<file path="config.mk">
export PLATFORM = sky130hd
export DESIGN_NAME = hud_pip_renderer
export DESIGN_NICKNAME = d
export VERILOG_FILES = /design/src/rtl/hud_pip_renderer.sv
export SDC_FILE = /design/constraint.sdc
export NUM_CORES = 1
export LEC_CHECK = 0
export BUFFER_PORTS_ARGS = -buffer_cell sky130_fd_sc_hd__buf_2
export CAP_MARGIN = 20
export CORE_MARGIN = 5
export CORE_UTILIZATION = 59
export DETAILED_ROUTE_END_ITERATION = 10
export PLACE_DENSITY = 0.82
export SYNTH_ARGS = -nofsm -noshare
export SYNTH_HDL_FRONTEND = slang
export SYNTH_SLANG_ARGS = --single-unit
</file>
<file path="constraint.sdc">
create_clock -name clk -period 3.2 [get_ports clk]
set_clock_uncertainty 0.1 [all_clocks]
set_input_delay 0 -clock clk [delete_from_list [all_inputs] [get_ports clk]]
set_output_delay 0 -clock clk [all_outputs]
set_load 0.02 [all_outputs]
</file>
<file path="src/rtl/hud_pip_renderer.sv">
// HUD pip renderer: draws health and block pips for two players along the bottom HUD strip,
// with frame-synchronised inputs and a blinking flash on each heart that was just lost.
module hud_pip_renderer #(
    parameter int NUM_PIPS     = 3,
    parameter int PIP_W        = 40,
    parameter int PIP_GAP      = 20,
    parameter int HEART_Y      = 410,
    parameter int HEART_H      = 40,
    parameter int BLOCK_Y      = 460,
    parameter int BLOCK_H      = 10,
    parameter int P1_X0        = 100,
    parameter int P2_X0        = 380,
    parameter int FLASH_FRAMES = 16,
    parameter int BLINK_BIT    = 2
) (
    input  logic                clk,
    input  logic                rst,
    input  logic [9:0]          x,
    input  logic [9:0]          y,
    input  logic [NUM_PIPS-1:0] p1_health,
    input  logic [NUM_PIPS-1:0] p1_block,
    input  logic [NUM_PIPS-1:0] p2_health,
    input  logic [NUM_PIPS-1:0] p2_block,
    output logic                active,
    output logic [7:0]          pixel_color
);

    localparam logic [9:0] HeartTop = 10'(HEART_Y);
    localparam logic [9:0] HeartBot = 10'(HEART_Y + HEART_H);
    localparam logic [9:0] BlockTop = 10'(BLOCK_Y);
    localparam logic [9:0] BlockBot = 10'(BLOCK_Y + BLOCK_H);
    localparam logic [9:0] PipWidth = 10'(PIP_W);

    logic                origin;
    logic                origin_q;
    logic                frame_tick;
    logic [NUM_PIPS-1:0] p1_health_q, p1_block_q, p2_health_q, p2_block_q;
    logic [7:0]          p1_cnt_q [NUM_PIPS];
    logic [7:0]          p1_cnt_d [NUM_PIPS];
    logic [7:0]          p2_cnt_q [NUM_PIPS];
    logic [7:0]          p2_cnt_d [NUM_PIPS];
    logic                active_d, active_q;
    logic [7:0]          color_d, color_q;
    logic                in_heart, in_block;

    assign origin     = (x == 10'd0) && (y == 10'd0);
    assign frame_tick = origin && !origin_q;

    function automatic logic [9:0] pip_left(input int base, input int idx);
        return 10'(base + idx * (PIP_W + PIP_GAP));
    endfunction

    // Old shadow vs. freshly sampled bit decides load / clear / count down.
    function automatic logic [7:0] next_cnt(input logic old_bit, input logic new_bit,
                                            input logic [7:0] cnt);
        if (old_bit && !new_bit) return 8'(FLASH_FRAMES);
        if (!old_bit && new_bit) return 8'd0;
        if (cnt != 8'd0)         return cnt - 8'd1;
        return cnt;
    endfunction

    function automatic logic [7:0] heart_color(input logic bit_q, input logic [7:0] cnt);
        if (bit_q)         return 8'hE0;
        if (cnt == 8'd0)   return 8'h00;
        return cnt[BLINK_BIT] ? 8'hFF : 8'hE0;
    endfunction

    always_comb begin
        for (int i = 0; i < NUM_PIPS; i++) begin
            p1_cnt_d[i] = p1_cnt_q[i];
            p2_cnt_d[i] = p2_cnt_q[i];
            if (frame_tick) begin
                p1_cnt_d[i] = next_cnt(p1_health_q[i], p1_health[i], p1_cnt_q[i]);
                p2_cnt_d[i] = next_cnt(p2_health_q[i], p2_health[i], p2_cnt_q[i]);
            end
        end
    end

    always_comb begin
        active_d = 1'b0;
        color_d  = 8'h00;
        in_heart = (y >= HeartTop) && (y < HeartBot);
        in_block = (y >= BlockTop) && (y < BlockBot);
        for (int i = 0; i < NUM_PIPS; i++) begin
            if (x >= pip_left(P1_X0, i) && x < pip_left(P1_X0, i) + PipWidth) begin
                if (in_heart) begin
                    active_d = 1'b1;
                    color_d  = heart_color(p1_health_q[i], p1_cnt_q[i]);
                end else if (in_block) begin
                    active_d = 1'b1;
                    color_d  = p1_block_q[i] ? 8'h03 : 8'hFF;
                end
            end
            // Player 2 is mirrored: its bit 0 is the rightmost pip.
            if (x >= pip_left(P2_X0, i) && x < pip_left(P2_X0, i) + PipWidth) begin
                if (in_heart) begin
                    active_d = 1'b1;
                    color_d  = heart_color(p2_health_q[NUM_PIPS-1-i], p2_cnt_q[NUM_PIPS-1-i]);
                end else if (in_block) begin
                    active_d = 1'b1;
                    color_d  = p2_block_q[NUM_PIPS-1-i] ? 8'h03 : 8'hFF;
                end
            end
        end
    end

    always_ff @(posedge clk) begin
        if (rst) begin
            origin_q    <= 1'b0;
            p1_health_q <= '0;
            p1_block_q  <= '0;
            p2_health_q <= '0;
            p2_block_q  <= '0;
            for (int i = 0; i < NUM_PIPS; i++) begin
                p1_cnt_q[i] <= 8'd0;
                p2_cnt_q[i] <= 8'd0;
            end
            active_q    <= 1'b0;
            color_q     <= 8'h00;
        end else begin
            origin_q <= origin;
            if (frame_tick) begin
                p1_health_q <= p1_health;
                p1_block_q  <= p1_block;
                p2_health_q <= p2_health;
                p2_block_q  <= p2_block;
            end
            for (int i = 0; i < NUM_PIPS; i++) begin
                p1_cnt_q[i] <= p1_cnt_d[i];
                p2_cnt_q[i] <= p2_cnt_d[i];
            end
            active_q <= active_d;
            color_q  <= color_d;
        end
    end

    assign active      = active_q;
    assign pixel_color = color_q;

endmodule
</file>
* Word-level counts from Yosys, hierarchy flattened
Memory sizes are Yosys's and may differ from the RTL's.
Cells that the tools add are included.
** Cells by class
- Bitwise logic cells :: 6
- Add/subtract/negate cells :: 6
- Mux-type cells :: 225
- Reduce and logical (&&, ||, !) cells :: 49
- Order comparisons :: 16
** Operators by type and width (count)
- $mux W8 :: 102
- $mux W1 :: 117
- $ge A10 B9 Y1 const B :: 5
- $lt A10 B9 Y1 const B :: 5
- $logic_not A8 Y1 :: 6
- $reduce_bool A8 Y1 :: 6
- $sub A8 B1 Y8 const B :: 6
- $mux W5 :: 6
- $logic_and A1 B1 Y1 :: 22
- $ge A10 B8 Y1 const B :: 2
- $logic_not A10 Y1 :: 2
- $lt A10 B8 Y1 const B :: 2
- $logic_not A1 Y1 :: 13
- $ge A10 B7 Y1 const B :: 1
- $lt A10 B10 Y1 const B :: 1
- $or A1 B1 Y1 :: 6
** Word-level totals
- Output and inout port bits :: 9
- Input bits :: 34
- Bits in writable memories :: 48
- Memories :: 2
- Register bits after elaboration :: 22
** Memories
- p1_cnt_q :: words 3, bits a word 8, read ports 3, clocked after Yosys merged registers in 0, write ports 3, RTL line 38 : logic [7:0] p1_cnt_q [NUM_PIPS];
- p2_cnt_q :: words 3, bits a word 8, read ports 3, clocked after Yosys merged registers in 0, write ports 3, RTL line 40 : logic [7:0] p2_cnt_q [NUM_PIPS];

* Longest topological paths before layout
- Word-level depth :: 26
- Depth in mapped cells :: 9

* Worst setup path after synthesis
OpenSTA, ideal clock, no wires.
- Path type :: register to register
- Start :: memory p1_cnt_q[1][0] (netlist: p1_cnt_q[0][8])
- End :: register color_q[6] (netlist: pixel_color[6])
- Path slack :: 834 ps
- Library setup time :: 117 ps
- Stages on the path, launching flop included :: 9
- Path buffers :: 0
- Data arrival time :: 2148 ps
- Cells stage by stage :: dfxtp_1 > inv_1 > ha_1 > or4b_4 > nor4b_2 > o22ai_1 > a221o_1 > a221o_1 > a32o_1
** RTL lines
- from (decl) :: RTL line 38
- to (signal assigned) :: RTL line 133 : color_q <= color_d;
- to (decl) :: RTL line 43 : logic [7:0] color_d, color_q;

==> impl_metrics.json <==
{
  "status": "complete, no violations",
  "ys_ff_latch": 65,
  "min_to": "p2_block_q[0]",
  "cap_viol_max_count": 0,
  "grt_pass1_wl_microns": 15100,
  "reg2reg_from": "p1_cnt_q[0][8]",
  "p_comb_share_pct": 6.9,
  "slew_headroom_pct": 26.9,
  "synthCells": 461,
  "p_leak_nw": 1.68,
  "initial_utilization_pct": 60.7,
  "post_cts_buffers": 0,
  "antenna_found_initial": 0,
  "final_util_pct": 69.8,
  "yosys_warnings": 0,
  "routed_wl_microns": 8780,
  "synthArstFlopShare_pct": 0,
  "avgSynthCellArea_sq_um": 8.36,
  "clock.fmax_mhz": 351,
  "fillCellCount": 484,
  "num_antenna_cells": 0,
  "cts-resized-gates": 0,
  "cp.required_ns": 3.30,
  "synth.most_common_cell": "nor2_1",
  "drt_iter0_markers": 218,
  "r2r_slack_ns": 0.66,
  "ant_nets": 0,
  "rsz0062_at_grt": "false",
  "crit_path_cell_trace": "dlygate4sd3_1 > buf_2 > nor4_2 > dlygate4sd3_1 > nand4_4 > nor3_4 > nand2_1 > o21ai_1 > nor2_1",
  "drt_first_pass_iters": 4,
  "coreArea_sq_um": 6350,
  "core.rowCount": 29,
  "drc": 0,
  "worst_pin_slew_ns": 1.09,
  "place_congestion": 0.891,
  "critPathMaxStageDelay_ns": 0.64,
  "drive_gt1_share_pct": 14.3,
  "hold_class": "primary input to flop",
  "grtUsageTotal_pct": 21.7,
  "yosysTopAreaCellShare_pct": 33.7,
  "netlist_area_sq_um": 3860,
  "finalSetupViolCount": 0,
  "cts_tree": "done",
  "syn-num-nets": 516,
  "cts_buffer_depth": 2,
  "die_h_microns": 90.8,
  "synth_edf_count": 0,
  "pwr_density_cell_nw_per_um2": 379,
  "critPathLaunchType": "primary input",
  "synth_cell_types": 66,
  "hold_start": "rst",
  "path_clk_slew_ns": 0.07,
  "root_buffer": "clkbuf_8",
  "p_clk_share_pct": 45.0,
  "numCtsBuffers": 9,
  "report.final.slew_viol_count": 0,
  "synth_flop_cell": "dfxtp_1",
  "cpMostUsedCell": "dlygate4sd3_1",
  "port_buffers": 42,
  "final_nets": 567,
  "die_w_microns": 90.8,
  "ys_seq_area_share_pct": 33.7,
  "min_period_over_period_pct": 88.9,
  "routedWlPerCell_microns": 14.8,
  "p_switching_uw": 389,
  "path_class": "primary input to flop",
  "dp_hpwl_microns": 6290,
  "crit_fanout": 12,
  "overflow": 0,
  "synth_largest_area_cell": "dfxtp_1",
  "r2r_cells": 8,
  "hold_path_depth": 2,
  "tns_ns": 0,
  "clkLatencyLatePin_ns": 0.34,
  "internal_power_mw": 1.29,
  "post-route-min-period_ns": 2.85,
  "synth_area_leaders": "dfxtp_1 (34%), nor2_1 (7.7%), ha_1 (6.8%)",
  "cts_sinks": 65,
  "top_level_ports": 43,
  "vias": 3442,
  "r2r_end": "pixel_color[6]",
  "vias_per_cell": 5.79,
  "final_hold_viol_count": 0,
  "cp-end-kind": "flop",
  "cts.htree.levels": 3,
  "swShare_pct": 23.1,
  "cp_slowest_cell": "dlygate4sd3_1",
  "dieArea_sq_um": 8250,
  "grt_pass1_vias": 3280,
  "irDropWorstVdd_uv": 227,
  "synth_common_cells": "nor2_1 (79), dfxtp_1 (65), inv_1 (29)",
  "syn2layout_area_growth_pct": 15.0,
  "grt_max_degree": 30,
  "p_seq_share_pct": 48.1,
  "worst_ep_arrival_time_ns": 2.95
}
## through the flow
stage	hold slack (ns)	setup WS (ns)	instances	instance area, sq um	power [mW]
detailed placement	0.141	0.693	564	4080	0.928
CTS	0.0277	0.341	594	4430	1.69
floorplan	0.0472	0.834	461	3860	0.886
global placement	0.134	0.743	564	4080	0.925
global route	0.0526	0.111	594	4430	1.75
finish	0.0270	0.355	594	4430	1.68
## sequential cells by signal (all words and copies together) (netlist names)
signal,flops
p1_cnt_q,24
p2_cnt_q,24
p1_block_q,3
p1_health_q,3
p2_block_q,3
p2_health_q,3
pixel_color,3
active,1
origin_q,1
## cell families (layout without fill, tap and decap cells)
group           after synthesis  after routing  share of synthesized area, %
compound gates               76             76                          13.7
xor+xnor                     34             34                          7.72
fa+ha+maj                    21             21                          6.81
buf+inv                      46            102                          5.06
flops                        65             65                          33.7
mux                          13             13                          3.37
simple gates                206            206                          29.6
## worst max-delay path, delay by kind of cell
family | cells | cell delay, ns
AO/OA/AOI/OAI | 1 | 0.49
AND/OR/NAND/NOR | 5 | 1.16
buffers and inverters | 3 | 1.29
## worst max path at each step
stage	from	slack [ns]	endpoint	cells past startpoint
floorplan	p1_cnt_q[0][8]	0.83	pixel_color[6]	8
global placement	p1_cnt_q[0][8]	0.74	pixel_color[6]	8
global route	x[0]	0.11	p2_cnt_q[0][3]	9
detailed placement	p1_cnt_q[0][8]	0.69	pixel_color[6]	8
finish	x[0]	0.35	p2_cnt_q[0][3]	9
CTS	x[0]	0.34	p2_cnt_q[0][3]	9
## routing by layer
metal  routed length, microns  track usage, %  vias to the layer above
met4                      296            7.09                        0
met5                        0               0                        -
met1                     3860            28.0                     1574
met2                     4160            34.6                      107
met3                      463            6.67                       31
li1                         -               -                     1730
## power by group through the flow
stage                     Clock [mW]  Sequential [mW]  Combinational (mW)
final                          0.757            0.809               0.115
after global placement             0            0.828              0.0976
after detailed placement           0            0.828               0.101
after floorplan                    0            0.828              0.0584
after CTS                      0.764            0.809               0.114
after global routing           0.811            0.808               0.127
## layout make-up
class	instances	area [sq um]	area share [%]
Multi-Input combinational cell	350	2360	53.2
Inverter	29	109	2.45
Clock inverter	6	82.6	1.86
Tap cell	77	96.3	2.17
Clock buffer	10	128	2.88
Timing Repair Buffer	57	358	8.07
Sequential cell	65	1300	29.3
## layout by cell type, fill, tap and decap left out, types with 3 or more instances in the layout
master,Yosys,layout
dfxtp_1,65,65
nor4_1,7,7
nand3_1,11,11
o21ai_0,19,19
a31oi_1,3,3
and4_1,5,5
clkbuf_8,0,9
nor2_1,79,79
mux2i_1,13,13
dlygate4sd3_1,0,14
xor2_1,27,27
nand4_1,6,6
nand2b_1,6,6
nand4b_1,4,4
clkinv_2,0,3
nor3_1,19,19
or4_1,3,3
nand2_1,27,27
a21oi_1,14,14
nor2b_1,4,4
o21ai_1,4,4
ha_1,21,21
buf_2,3,42
o22ai_1,4,4
a211oi_1,3,3
nand3b_1,8,8
nor3b_1,5,5
inv_1,29,29
and2_1,3,3
xnor2_1,7,7
## timing repair
item	4_1_cts	5_1_grt
hold buffers	14	0
setup endpoints to repair	0	0
hold endpoints to repair	13	0
Power figures use the tool's default switching activity.
